[config.mk]
export PLATFORM = sky130hd
export DESIGN_NAME = mem_arbiter
export DESIGN_NICKNAME = d
export VERILOG_FILES = /design/src/rtl/mem_arbiter_pkg.sv /design/src/rtl/mem_addr_chk.sv /design/src/rtl/mem_arbiter.sv
export SDC_FILE = /design/constraint.sdc
export NUM_CORES = 1
export LEC_CHECK = 0
export ABC_CLOCK_PERIOD_IN_PS = 4100
export BUFFER_PORTS_ARGS = -buffer_cell sky130_fd_sc_hd__buf_2
export CORE_AREA = 2 2 204 206
export DETAILED_ROUTE_END_ITERATION = 7
export DIE_AREA = 0 0 206 208
export PLACE_DENSITY_LB_ADDON = 0.3
export SKIP_LAST_GASP = 1
export SLEW_MARGIN = 5
export SYNTH_ARGS = -nofsm -noshare
export SYNTH_HDL_FRONTEND = slang
export SYNTH_SLANG_ARGS = --single-unit
[constraint.sdc]
create_clock -name clk -period 4.1 [get_ports clk]
set_input_delay 0.615 -clock clk [delete_from_list [all_inputs] [get_ports clk]]
set_output_delay 0.615 -clock clk [all_outputs]
set_load 0.01 [all_outputs]
[src/rtl/mem_arbiter_pkg.sv]
// Shared types and defaults for the unified memory-port arbiter.
package mem_arbiter_pkg;

    typedef logic [63:0] qword_t;

    typedef enum logic [1:0] {
        MA_IDLE   = 2'd0,
        MA_ACCESS = 2'd1,
        MA_DONE   = 2'd2
    } ma_state_e;

    typedef enum logic {
        OWN_F = 1'b0,
        OWN_M = 1'b1
    } ma_owner_e;

    localparam int unsigned MA_MEM_BYTES_DEF = 8192;
    localparam int unsigned MA_TIMEOUT_DEF   = 15;

endpackage

[src/rtl/mem_addr_chk.sv]
// Combinational request legality check: the 8-byte word must lie inside memory
// and a request may not be both a read and a write.
module mem_addr_chk
    import mem_arbiter_pkg::*;
#(
    parameter int unsigned MEM_BYTES = MA_MEM_BYTES_DEF
) (
    input  qword_t addr_i,
    input  logic   rd_i,
    input  logic   wr_i,
    output logic   ok_o
);

    // Comparing against the last legal base avoids the wrap of addr+7 near 2^64.
    localparam qword_t LAST_WORD = qword_t'(MEM_BYTES) - 64'd8;

    // Legality of the presented request
    always_comb begin
        ok_o = !(rd_i && wr_i) && (addr_i <= LAST_WORD);
    end

endmodule

[src/rtl/mem_arbiter.sv]
// Arbiter/sequencer sharing one memory port between fetch and data requesters;
// the data port has fixed priority and every access is bounded by a timeout.
module mem_arbiter
    import mem_arbiter_pkg::*;
#(
    parameter int unsigned MEM_BYTES = MA_MEM_BYTES_DEF,
    parameter int unsigned TIMEOUT   = MA_TIMEOUT_DEF
) (
    input  logic   clk,
    input  logic   rst_n,
    input  logic   f_req,
    input  qword_t f_addr,
    output logic   f_done,
    output qword_t f_rdata,
    output logic   f_err,
    input  logic   m_read,
    input  logic   m_write,
    input  qword_t m_addr,
    input  qword_t m_wdata,
    output logic   m_done,
    output qword_t m_rdata,
    output logic   m_err,
    output logic   mem_en,
    output logic   mem_we,
    output qword_t mem_addr,
    output qword_t mem_wdata,
    input  qword_t mem_rdata,
    input  logic   mem_ready,
    output logic   busy
);

    localparam int CNT_W = $clog2(TIMEOUT + 1);

    ma_state_e        state_q, state_d;
    ma_owner_e        owner_q, owner_d;
    qword_t           addr_q, addr_d;
    qword_t           wdata_q, wdata_d;
    logic             we_q, we_d;
    logic             err_q, err_d;
    logic [CNT_W-1:0] cnt_q, cnt_d;
    qword_t           resp_rdata_s;

    logic   f_done_q, f_done_d, f_err_q, f_err_d;
    logic   m_done_q, m_done_d, m_err_q, m_err_d;
    qword_t f_rdata_q, f_rdata_d, m_rdata_q, m_rdata_d;
    logic   mem_en_q, mem_en_d, mem_we_q, mem_we_d, busy_q, busy_d;

    logic   m_sel_s, req_any_s, win_rd_s, win_wr_s, addr_ok_s;
    qword_t win_addr_s;

    // Winner selection: any data request beats fetch
    always_comb begin
        m_sel_s    = m_read || m_write;
        req_any_s  = m_sel_s || f_req;
        win_addr_s = m_sel_s ? m_addr : f_addr;
        win_rd_s   = m_sel_s ? m_read : 1'b1;
        win_wr_s   = m_sel_s ? m_write : 1'b0;
    end

    mem_addr_chk #(
        .MEM_BYTES (MEM_BYTES)
    ) u_chk (
        .addr_i (win_addr_s),
        .rd_i   (win_rd_s),
        .wr_i   (win_wr_s),
        .ok_o   (addr_ok_s)
    );

    // State and latched-request registers
    always_ff @(posedge clk or negedge rst_n) begin
        if (!rst_n) begin
            state_q <= MA_IDLE;
            owner_q <= OWN_F;
            addr_q  <= 64'd0;
            wdata_q <= 64'd0;
            we_q    <= 1'b0;
            err_q   <= 1'b0;
            cnt_q   <= '0;
        end else begin
            state_q <= state_d;
            owner_q <= owner_d;
            addr_q  <= addr_d;
            wdata_q <= wdata_d;
            we_q    <= we_d;
            err_q   <= err_d;
            cnt_q   <= cnt_d;
        end
    end

    // Next-state logic; ready is checked before the timeout so a late ready still succeeds
    always_comb begin
        state_d      = state_q;
        owner_d      = owner_q;
        addr_d       = addr_q;
        wdata_d      = wdata_q;
        we_d         = we_q;
        err_d        = err_q;
        cnt_d        = cnt_q;
        resp_rdata_s = 64'd0;
        case (state_q)
            MA_IDLE: begin
                if (req_any_s) begin
                    owner_d = m_sel_s ? OWN_M : OWN_F;
                    if (!addr_ok_s) begin
                        err_d   = 1'b1;
                        state_d = MA_DONE;
                    end else begin
                        addr_d  = win_addr_s;
                        wdata_d = m_sel_s ? m_wdata : 64'd0;
                        we_d    = m_sel_s && m_write;
                        err_d   = 1'b0;
                        cnt_d   = '0;
                        state_d = MA_ACCESS;
                    end
                end else begin
                    state_d = MA_IDLE;
                end
            end
            MA_ACCESS: begin
                if (mem_ready) begin
                    err_d        = 1'b0;
                    resp_rdata_s = we_q ? 64'd0 : mem_rdata;
                    state_d      = MA_DONE;
                end else if (cnt_q == CNT_W'(TIMEOUT - 1)) begin
                    err_d   = 1'b1;
                    state_d = MA_DONE;
                end else begin
                    cnt_d = cnt_q + CNT_W'(1);
                end
            end
            MA_DONE: begin
                state_d = MA_IDLE;
            end
            default: begin
                state_d = MA_IDLE;
            end
        endcase
    end

    // Output next values, derived from where the FSM is heading
    always_comb begin
        f_done_d  = (state_d == MA_DONE) && (owner_d == OWN_F);
        m_done_d  = (state_d == MA_DONE) && (owner_d == OWN_M);
        f_err_d   = f_done_d ? err_d : 1'b0;
        m_err_d   = m_done_d ? err_d : 1'b0;
        f_rdata_d = f_done_d ? resp_rdata_s : f_rdata_q;
        m_rdata_d = m_done_d ? resp_rdata_s : m_rdata_q;
        mem_en_d  = (state_d == MA_ACCESS);
        mem_we_d  = (state_d == MA_ACCESS) && we_d;
        busy_d    = (state_d != MA_IDLE);
    end

    // Registered outputs
    always_ff @(posedge clk or negedge rst_n) begin
        if (!rst_n) begin
            f_done_q  <= 1'b0;
            f_err_q   <= 1'b0;
            f_rdata_q <= 64'd0;
            m_done_q  <= 1'b0;
            m_err_q   <= 1'b0;
            m_rdata_q <= 64'd0;
            mem_en_q  <= 1'b0;
            mem_we_q  <= 1'b0;
            busy_q    <= 1'b0;
        end else begin
            f_done_q  <= f_done_d;
            f_err_q   <= f_err_d;
            f_rdata_q <= f_rdata_d;
            m_done_q  <= m_done_d;
            m_err_q   <= m_err_d;
            m_rdata_q <= m_rdata_d;
            mem_en_q  <= mem_en_d;
            mem_we_q  <= mem_we_d;
            busy_q    <= busy_d;
        end
    end

    assign f_done    = f_done_q;
    assign f_err     = f_err_q;
    assign f_rdata   = f_rdata_q;
    assign m_done    = m_done_q;
    assign m_err     = m_err_q;
    assign m_rdata   = m_rdata_q;
    assign mem_en    = mem_en_q;
    assign mem_we    = mem_we_q;
    assign mem_addr  = addr_q;
    assign mem_wdata = wdata_q;
    assign busy      = busy_q;

endmodule

Word-level counts from Yosys, hierarchy flattened
Cells that the tools add are included.
Widths: inputs -> output; s select.
{"block": "totals", "regBits": 272, "in_bits": 262, "out_inout_bits": 263, "word_cells": 71}
{"block": "op_classes", "add_sub_neg": 1, "n_lt_le_gt_ge": 1, "n_eq_ne": 8, "muxes": 30, "bitwise": 1, "n_reduce_logical": 14}
{"cell": "$mux 64", "count": 5}
{"cell": "$le 64x13->1 const B", "count": 1}
{"cell": "$mux 4", "count": 4}
{"cell": "$mux 1", "count": 14}
{"cell": "$mux 2", "count": 4}
{"cell": "$ne 2x2->1 const B", "count": 4}
{"cell": "$pmux 4 s2", "count": 1}
{"cell": "$logic_and 1x1->1", "count": 6}
{"cell": "$reduce_and 5->1", "count": 1}
{"cell": "$add 4x1->4 const B", "count": 1}
{"cell": "$eq 2x1->1 const B", "count": 2}
{"cell": "$eq 4x4->1 const B", "count": 1}
{"cell": "$pmux 2 s2", "count": 1}
{"cell": "$reduce_bool 2->1", "count": 2}
{"cell": "$reduce_and 3->1", "count": 1}
{"cell": "$eq 2x2->1 const B", "count": 1}
{"cell": "$logic_not 2->1", "count": 1}
{"cell": "$logic_or 1x1->1", "count": 2}
{"cell": "$pmux 1 s2", "count": 1}
{"cell": "$logic_not 1->1", "count": 1}
{"cell": "$not 1->1", "count": 1}

Depth between registers and ports, before layout
Gate-level depths: netlist of the first run.
{"block": "logic_depth", "ltp_word": 11, "depth_mapped": 10, "depth_no_buf": 7}

Cells and area by module
From an unflattened synthesis of the first run, not the netlist that was laid out.
{"block": "unflattened", "cells_unflattened": 1057, "area_unflattened_um2": 11303.3}
{"mod": "mem_arbiter", "instances": 1, "cells_each": 1032, "area_each_um2": 11151.9, "seq_area_each_um2": 6781.5}
{"mod": "mem_addr_chk", "instances": 1, "cells_each": 25, "area_each_um2": 151.4, "seq_area_each_um2": 0.0}

Worst setup path after synthesis of the first run
Ideal clock, no wire load.
{"block": "synth_timing", "path_kind": "input to register", "start": "input f_addr[16]", "end": "register we_q", "setup_ns": 0.125, "t_arrival_ns": 2.731, "required_ns": 3.975, "slack_ns": 1.244, "path_stages": 8, "path_buffers": 2, "cell_sequence": "or4_1 > nor4_2 > nand4_1 > a221o_1 > nor4_1 > buf_4 > buf_4 > mux2_2"}
{"block": "synth_between", "elab_chain_len": 6}
{"item": "start: declaration", "line_no": "mem_arbiter.sv:12", "text": "input qword_t f_addr,"}
{"item": "$mux 64", "line_no": "mem_arbiter.sv:55", "text": "win_addr_s = m_sel_s ? m_addr : f_addr;"}
{"item": "$le 64x13->1", "line_no": "mem_addr_chk.sv:19", "text": "ok_o = !(rd_i && wr_i) && (addr_i <= LAST_WORD);"}
{"item": "$logic_and 1x1->1", "line_no": "mem_addr_chk.sv:19"}
{"item": "$mux 1", "line_no": "mem_arbiter.sv:104", "text": "if (!addr_ok_s) begin"}
{"item": "$mux 1", "line_no": "mem_arbiter.sv:102", "text": "if (req_any_s) begin"}
{"item": "$mux 1", "line_no": "mem_arbiter.sv:100", "text": "case (state_q)"}
{"item": "via we_d", "line_no": "mem_arbiter.sv:38", "text": "logic we_q, we_d;"}
{"item": "end signal: assignment", "line_no": "mem_arbiter.sv:84", "text": "we_q <= we_d;"}
{"item": "end: declaration", "line_no": "mem_arbiter.sv:38"}
The timed path passes the listed nets, and every way through them passes these cells.
A chain may end at the register's enable or synchronous reset.

Worst setup path in the final report of the first run
{"block": "layout_timing", "start": "input m_addr[16]", "end": "register addr_q[3] (netlist: mem_addr[3])"}
{"block": "layout_between", "elab_chain_len": 4}
{"item": "start: declaration", "line_no": "mem_arbiter.sv:18", "text": "input qword_t m_addr,"}
{"item": "$mux 64", "line_no": "mem_arbiter.sv:55"}
{"item": "$le 64x13->1", "line_no": "mem_addr_chk.sv:19"}
{"item": "$logic_and 1x1->1", "line_no": "mem_addr_chk.sv:19"}
{"item": "$reduce_and 3->1 (no source line)"}
{"item": "end signal: assignment", "line_no": "mem_arbiter.sv:82", "text": "addr_q <= addr_d;"}
{"item": "end: declaration", "line_no": "mem_arbiter.sv:36", "text": "qword_t addr_q, addr_d;"}
Every way passes these cells.

==> results.toml, run 1 <==
[synth]
synth_seq_cells = 272
yosysTopAreaCell = "dfrtp_1"
yosysSeqAreaShare_pct = 61.2
syn_area_mm2 = 0.0111
synth_area_leaders = "dfrtp_1 (61%), mux2i_1 (5.8%), a32o_1 (5.8%)"
syn-instance-count = 1003
yosys.area.top_type_share_pct = 61.2
synth-edff-count = 0
yosysWarnings = 0
syn_nets = 1267
async_flop_share_pct = 100
synth_cell_types = 42
avgSynthCellArea_um2 = 11.1
ys.flop_type = "dfrtp_1"

[critical_path]
cp_max_fo = 55
cp_data_required_time_ns = 4.51
start_kind = "input port"
path_class = "in -> reg"
max_stage_delay_ns = 0.51
cp_slowest_cell = "or4_1"
crit_buf_inv = 3
critPathTopFamily = "simple AND/OR/NAND/NOR gates"
end_kind = "flip-flop"
arrival_ns = 3.54
crit_chain = "buf_2 > or4_1 > nor4_1 > buf_4 > nand4_1 > a221o_1 > nor4_2 > buf_12 > mux2_2"

[detailed_routing]
first_pass_iters = 5
wl_per_cell_um = 18.8
drtAntennaViolNets = 0
route.vias.total = 9697
postRouteWirelength_um = 39100
drt_iter0_markers = 571
drc = 0
drt-vias-per-instance = 4.67

[sta]
post-route-period-util_pct = 76.5
rsz0062_at_grt = "no"
fin_crit_ns = 3.14
layout_setup_ws_ns = 0.964
finalSetupTns_ns = 0
tightest_slew_ns = 0.796
fmax_mhz = 319
maxSlewViolCount = 0
finalHoldViolations = 0
skew_ns = 0.0148
relSlewSlack_pct = 46.9
setup_viol = 0

[place]
gp_congestion = 0.924
dp_hpwl_um = 27900
placed_cells = 2012
dp_slack_ns = 0.447
dpl_cell_area_mm2 = 0.0144
io_buffers = 524

[pwr]
total_power_mw = 6.38
peakVddDrop_uv = 245
combinationalPowerShare_pct = 7.2
power.leakage_nw = 8.44
power_frac_clock_pct = 50.3
seqPwrFrac_pct = 42.4
cellPowerDensity_mw_per_mm2 = 409
netSwitchingFraction_pct = 23.6
switchingPower_mw = 1.50
p_int_mw = 4.88

[die]
dieArea_mm2 = 0.0428
die_h_um = 208
start_util_pct = 27.4
die_x_um = 206
num_io_pins = 525
core_area_mm2 = 0.0406
rows = 74

[cells_and_area]
nets = 1780
fin_area_mm2 = 0.0156
layout_common_cells = "buf_2 (523), dfrtp_1 (272), nand2_1 (112)"
area_growth_pct = 40.2
multi_input_area_mm2 = 0.00372
n_fill_cell = 4082
seq_area_mm2 = 0.00681
layout_commonest_cell = "buf_2"
drive_gt1_share_pct = 41.1
layoutNonFillerInstCount = 2078

[min_path]
min_path_type = "in -> async"

[clock_network]
clock_latency_ns = 0.52
htree_levels = 2
post_cts_buffers = 0
cts_hold_buf = 0
cts_root_buffer = "clkbuf_16"
cts_sinks = 272
cts_resized = 0
cts_buffers = 34
cts_buffer_depth = 3
path_clk_slew_ns = 0.06
cts_tree = "yes"

[global_route]
grt_util_all_layers_pct = 17.7
grt_max_degree = 129
antenna_found_initial = 6
grt_overflow = 0
grt_pass1_wl_um = 58100
grt_pass1_vias = 9703

[job]
cap_violations = 0

[status]
outcome = "finished, final reports clean"
cells in the mapped netlist (3+ instances only):
cell / instances
nor2b_1: 52
inv_1: 68
or4_1: 5
buf_4: 6
nor3_1: 69
mux2i_1: 65
buf_2: 13
mux2_2: 14
nor2_1: 74
o21ai_0: 5
nand2_1: 113
a21oi_1: 68
nand4_1: 8
buf_6: 6
dfrtp_1: 272
a32o_1: 64
clkbuf_1: 44
buf_8: 3
nor4_1: 24
or2_2: 4
worst paths after layout:
check                            start  depth (start not counted)            end  slack [ns]
min reg2reg                f_rdata[47]                          1    f_rdata[47]        0.48
max reg2reg                   cnt_q[0]                          8    f_rdata[42]        1.85
min                              rst_n                          1    f_rdata[20]        0.05
min in group clk           m_wdata[49]                          3  mem_wdata[49]        0.33
max in group asynchronous        rst_n                          2    mem_addr[1]        3.04
max                         m_addr[16]                          9    mem_addr[3]        0.96
sequential cells by signal (all words and copies together), names as in the netlist, 2 cells and up:
| name | flops |
|---|---|
| m_rdata | 64 |
| state_q | 2 |
| mem_addr | 64 |
| mem_wdata | 64 |
| cnt_q | 4 |
| f_rdata | 64 |
worst register-to-register path, delay by kind of cell, from the launching register on:
kind	cells	cell delay [ns]
adders and majority gates	1	0.17
buffers and inverters	2	0.31
and+or+nand+nor	1	0.35
AOI/OAI and AO/OA	4	0.91
DFF	1	0.41
routing by layer:
metal	vias up	track usage [%]	wire length, um
met5	-	0	9
met2	367	29.9	19500
met1	4758	21.7	15700
met4	2	6.72	1300
met3	74	4.23	2580
li1	4496	-	-
power groups by stage:
| stage | Combinational, mW | Clock, mW | Sequential (mW) |
|---|---|---|---|
| global route | 0.508 | 3.42 | 2.71 |
| finish | 0.462 | 3.21 | 2.71 |
| global placement | 0.465 | 0 | 2.75 |
| detailed placement | 0.469 | 0 | 2.76 |
| floorplan | 0.171 | 0 | 2.76 |
| CTS | 0.471 | 3.32 | 2.71 |
per-stage QoR:
stage / util (%) / hold slack [ns]
finish: 38.5 / 0.0495
detailed placement: 35.5 / 0.476
CTS: 38.4 / 0.0674
global placement: 35.5 / 0.470
floorplan: - / 0.319
global route: 38.5 / 0.0775
layout make-up:
cell class | instances | share of cell area (%)
Tap cell | 532 | 4.27
Clock inverter | 15 | 1.33
Clock buffer | 46 | 6.41
Multi-Input combinational cell | 590 | 23.9
Sequential cell | 272 | 43.6
Inverter | 68 | 1.64
Timing Repair Buffer | 550 | 18.8
Antenna cell | 5 | 0.0802
cells by family after synthesis:
| kind of cell | after synthesis | share of synthesized area, % |
|---|---|---|
| AND/OR/NAND/NOR | 355 | 15.1 |
| buffers and inverters | 141 | 5.81 |
| XOR/XNOR | 3 | 0.236 |
| AO/OA/AOI/OAI | 151 | 10.1 |
| adder cells (fa/ha/maj) | 2 | 0.225 |
| flip-flops | 272 | 61.2 |
| multiplexers | 79 | 7.27 |
Power figures use the tool's default switching activity.
==> run 2, diff against run 1 <==
--- a/config.mk
+++ b/config.mk
@@ -5,7 +5,7 @@
 export SDC_FILE = /design/constraint.sdc
 export NUM_CORES = 1
 export LEC_CHECK = 0
-export ABC_CLOCK_PERIOD_IN_PS = 4100
+export ABC_CLOCK_PERIOD_IN_PS = 2600
 export BUFFER_PORTS_ARGS = -buffer_cell sky130_fd_sc_hd__buf_2
 export CORE_AREA = 2 2 204 206
 export DETAILED_ROUTE_END_ITERATION = 7
==> constraint.sdc (replaced) <==
create_clock -name clk -period 2.6 [get_ports clk]
set_input_delay 0.39 -clock clk [delete_from_list [all_inputs] [get_ports clk]]
set_output_delay 0.39 -clock clk [all_outputs]
set_load 0.01 [all_outputs]
==> results.toml, run 2 (same netlist as run 1, synthesis figures left out) <==
[cells_and_area]
nets = 1816
layoutNonFillerInstCount = 2108
fin_area_mm2 = 0.0159
layout_common_cells = "buf_2 (523), dfrtp_1 (272), nand2_1 (112)"
area_growth_pct = 42.8
drive_gt1_share_pct = 42.1
n_fill_cell = 4053
layout_commonest_cell = "buf_2"

[detailed_routing]
drtAntennaViolNets = 0
drc = 0
first_pass_iters = 5
drt-vias-per-instance = 4.65
route.vias.total = 9794
wl_per_cell_um = 18.5
drt_iter0_markers = 566
postRouteWirelength_um = 39100

[critical_path]
start_kind = "input port"
critPathTopFamily = "compound AO/OA/AOI/OAI gates"
crit_buf_inv = 4
cpMostUsedCell = "buf_4"
end_kind = "flip-flop"
crit_chain = "buf_2 > or4_1 > nor4_1 > nand4_1 > a221o_1 > buf_4 > o41ai_4 > buf_12 > buf_4 > a32o_1"
path_class = "in -> reg"
cp_max_fo = 13
max_stage_delay_ns = 0.54
cp_slowest_cell = "or4_1"
cp_data_required_time_ns = 3.06
arrival_ns = 2.90

[pwr]
power_frac_clock_pct = 47.9
cellPowerDensity_mw_per_mm2 = 615
switchingPower_mw = 2.34
total_power_mw = 9.77
seqPwrFrac_pct = 43.7
p_int_mw = 7.43
netSwitchingFraction_pct = 24.0
peakVddDrop_uv = 491
combinationalPowerShare_pct = 8.5
power.leakage_nw = 8.61

[global_route]
grt_use_met3_pct = 4.90
grt_max_degree = 69
antenna_found_initial = 3
grt_pass1_vias = 9651
gr-max-usage-layer = "met2"
grt_pass1_wl_um = 58200
met2_usage_pct = 29.4
use_met1_pct = 22.1
grt_overflow = 0
grt_util_all_layers_pct = 17.7

[die]
num_io_pins = 525
rows = 74
dieArea_mm2 = 0.0428
die_x_um = 206
core_area_mm2 = 0.0406
start_util_pct = 27.4
die_h_um = 208

[sta]
fmax_mhz = 410
relSlewSlack_pct = 34.0
fin_crit_ns = 2.44
finalHoldViolations = 0
post-route-period-util_pct = 93.9
skew_ns = 0.0226
finalSetupTns_ns = 0
maxSlewViolCount = 0
setup_viol = 0
rsz0062_at_grt = "no"
tightest_slew_ns = 0.979

[job]
cap_violations = 0

[clock_network]
cts_buffers = 34
cts_tree = "yes"
htree_levels = 2
cts_sinks = 272
post_cts_buffers = 0
cts_buffer_depth = 3
clock_latency_ns = 0.53
cts_root_buffer = "clkbuf_16"
path_clk_slew_ns = 0.06

[place]
gp_congestion = 0.946
dp_hpwl_um = 29000
io_buffers = 524
placed_cells = 2047
dpl_cell_area_mm2 = 0.0148

[min_path]
min_path_type = "in -> reg"

[status]
outcome = "finished, final reports clean"
run 2: changes by cell type in the layout (fill, tap and decap cells not counted), sizes merged:
cell / before / now
diode: 5 / 3
dlygate4sd3: 0 / 1
clkinvlp: 3 / 1
bufinv: 5 / 3
clkinv: 7 / 5
buf: 550 / 585
inv: 68 / 70
run 2: layer usage:
layer	wire (um)	vias to the layer above	part of all wire, %
met3	2980	71	7.6
met4	1100	0	2.8
met2	19400	354	50
met1	15600	4795	40
met5	0	-	0
li1	-	4574	-
run 2: worst min-delay path, stage by stage:
cell and delay (ns):
buf_2 0.10, nand2_1 0.04, mux2i_1 0.06
run 2: area by class of cell:
cell class	instances	area, um2	area share [%]
Clock buffer	46	947	5.96
Timing Repair Buffer	586	3340	21.0
Tap cell	532	666	4.19
Inverter	68	255	1.61
Clock inverter	11	140	0.882
Antenna cell	3	7.51	0.0473
Sequential cell	272	6810	42.9
Multi-Input combinational cell	590	3720	23.4
run 2: repair_timing:
item                                    4_1_cts  5_1_grt
gates resized for setup                       0        0
hold buffers                                  1        0
hold endpoints to repair                     63        0
endpoints found under the setup margin        0        0
run 2: power by group through the flow:
stage | combinational [mW] | clock, mW | sequential, mW
final | 0.826 | 4.67 | 4.27
after global routing | 0.906 | 5.03 | 4.27
after CTS | 0.836 | 4.86 | 4.27
after detailed placement | 0.833 | 0 | 4.34
after global placement | 0.826 | 0 | 4.34
after floorplan | 0.269 | 0 | 4.35
run 2: worst paths after layout:
kind,start,to,slack [ns],cells after the start
hold reg to reg,mem_addr[49],mem_addr[49],0.49,1
hold / removal,m_wdata[62],mem_wdata[62],0.1,3
max in group asynchronous,rst_n,m_rdata[43],1.36,3
min in group asynchronous,rst_n,f_rdata[25],0.42,2
setup reg to reg,cnt_q[0],f_rdata[57],0.38,9
setup / recovery,m_addr[16],f_rdata[57],0.16,10
run 2: through the flow:
| stage | worst slack [ns] | util (%) | hold slack (ns) |
|---|---|---|---|
| 2_1_floorplan | 0.0487 | - | 0.0944 |
| 3_3_place_gp | -0.338 | 36.4 | 0.393 |
| 3_5_place_dp | -0.382 | 36.4 | 0.398 |
| 4_1_cts | 0.156 | 39.1 | 0.0570 |
| 5_1_grt | 0.0234 | 39.2 | 0.0792 |
| 6_report | 0.158 | 39.2 | 0.0952 |
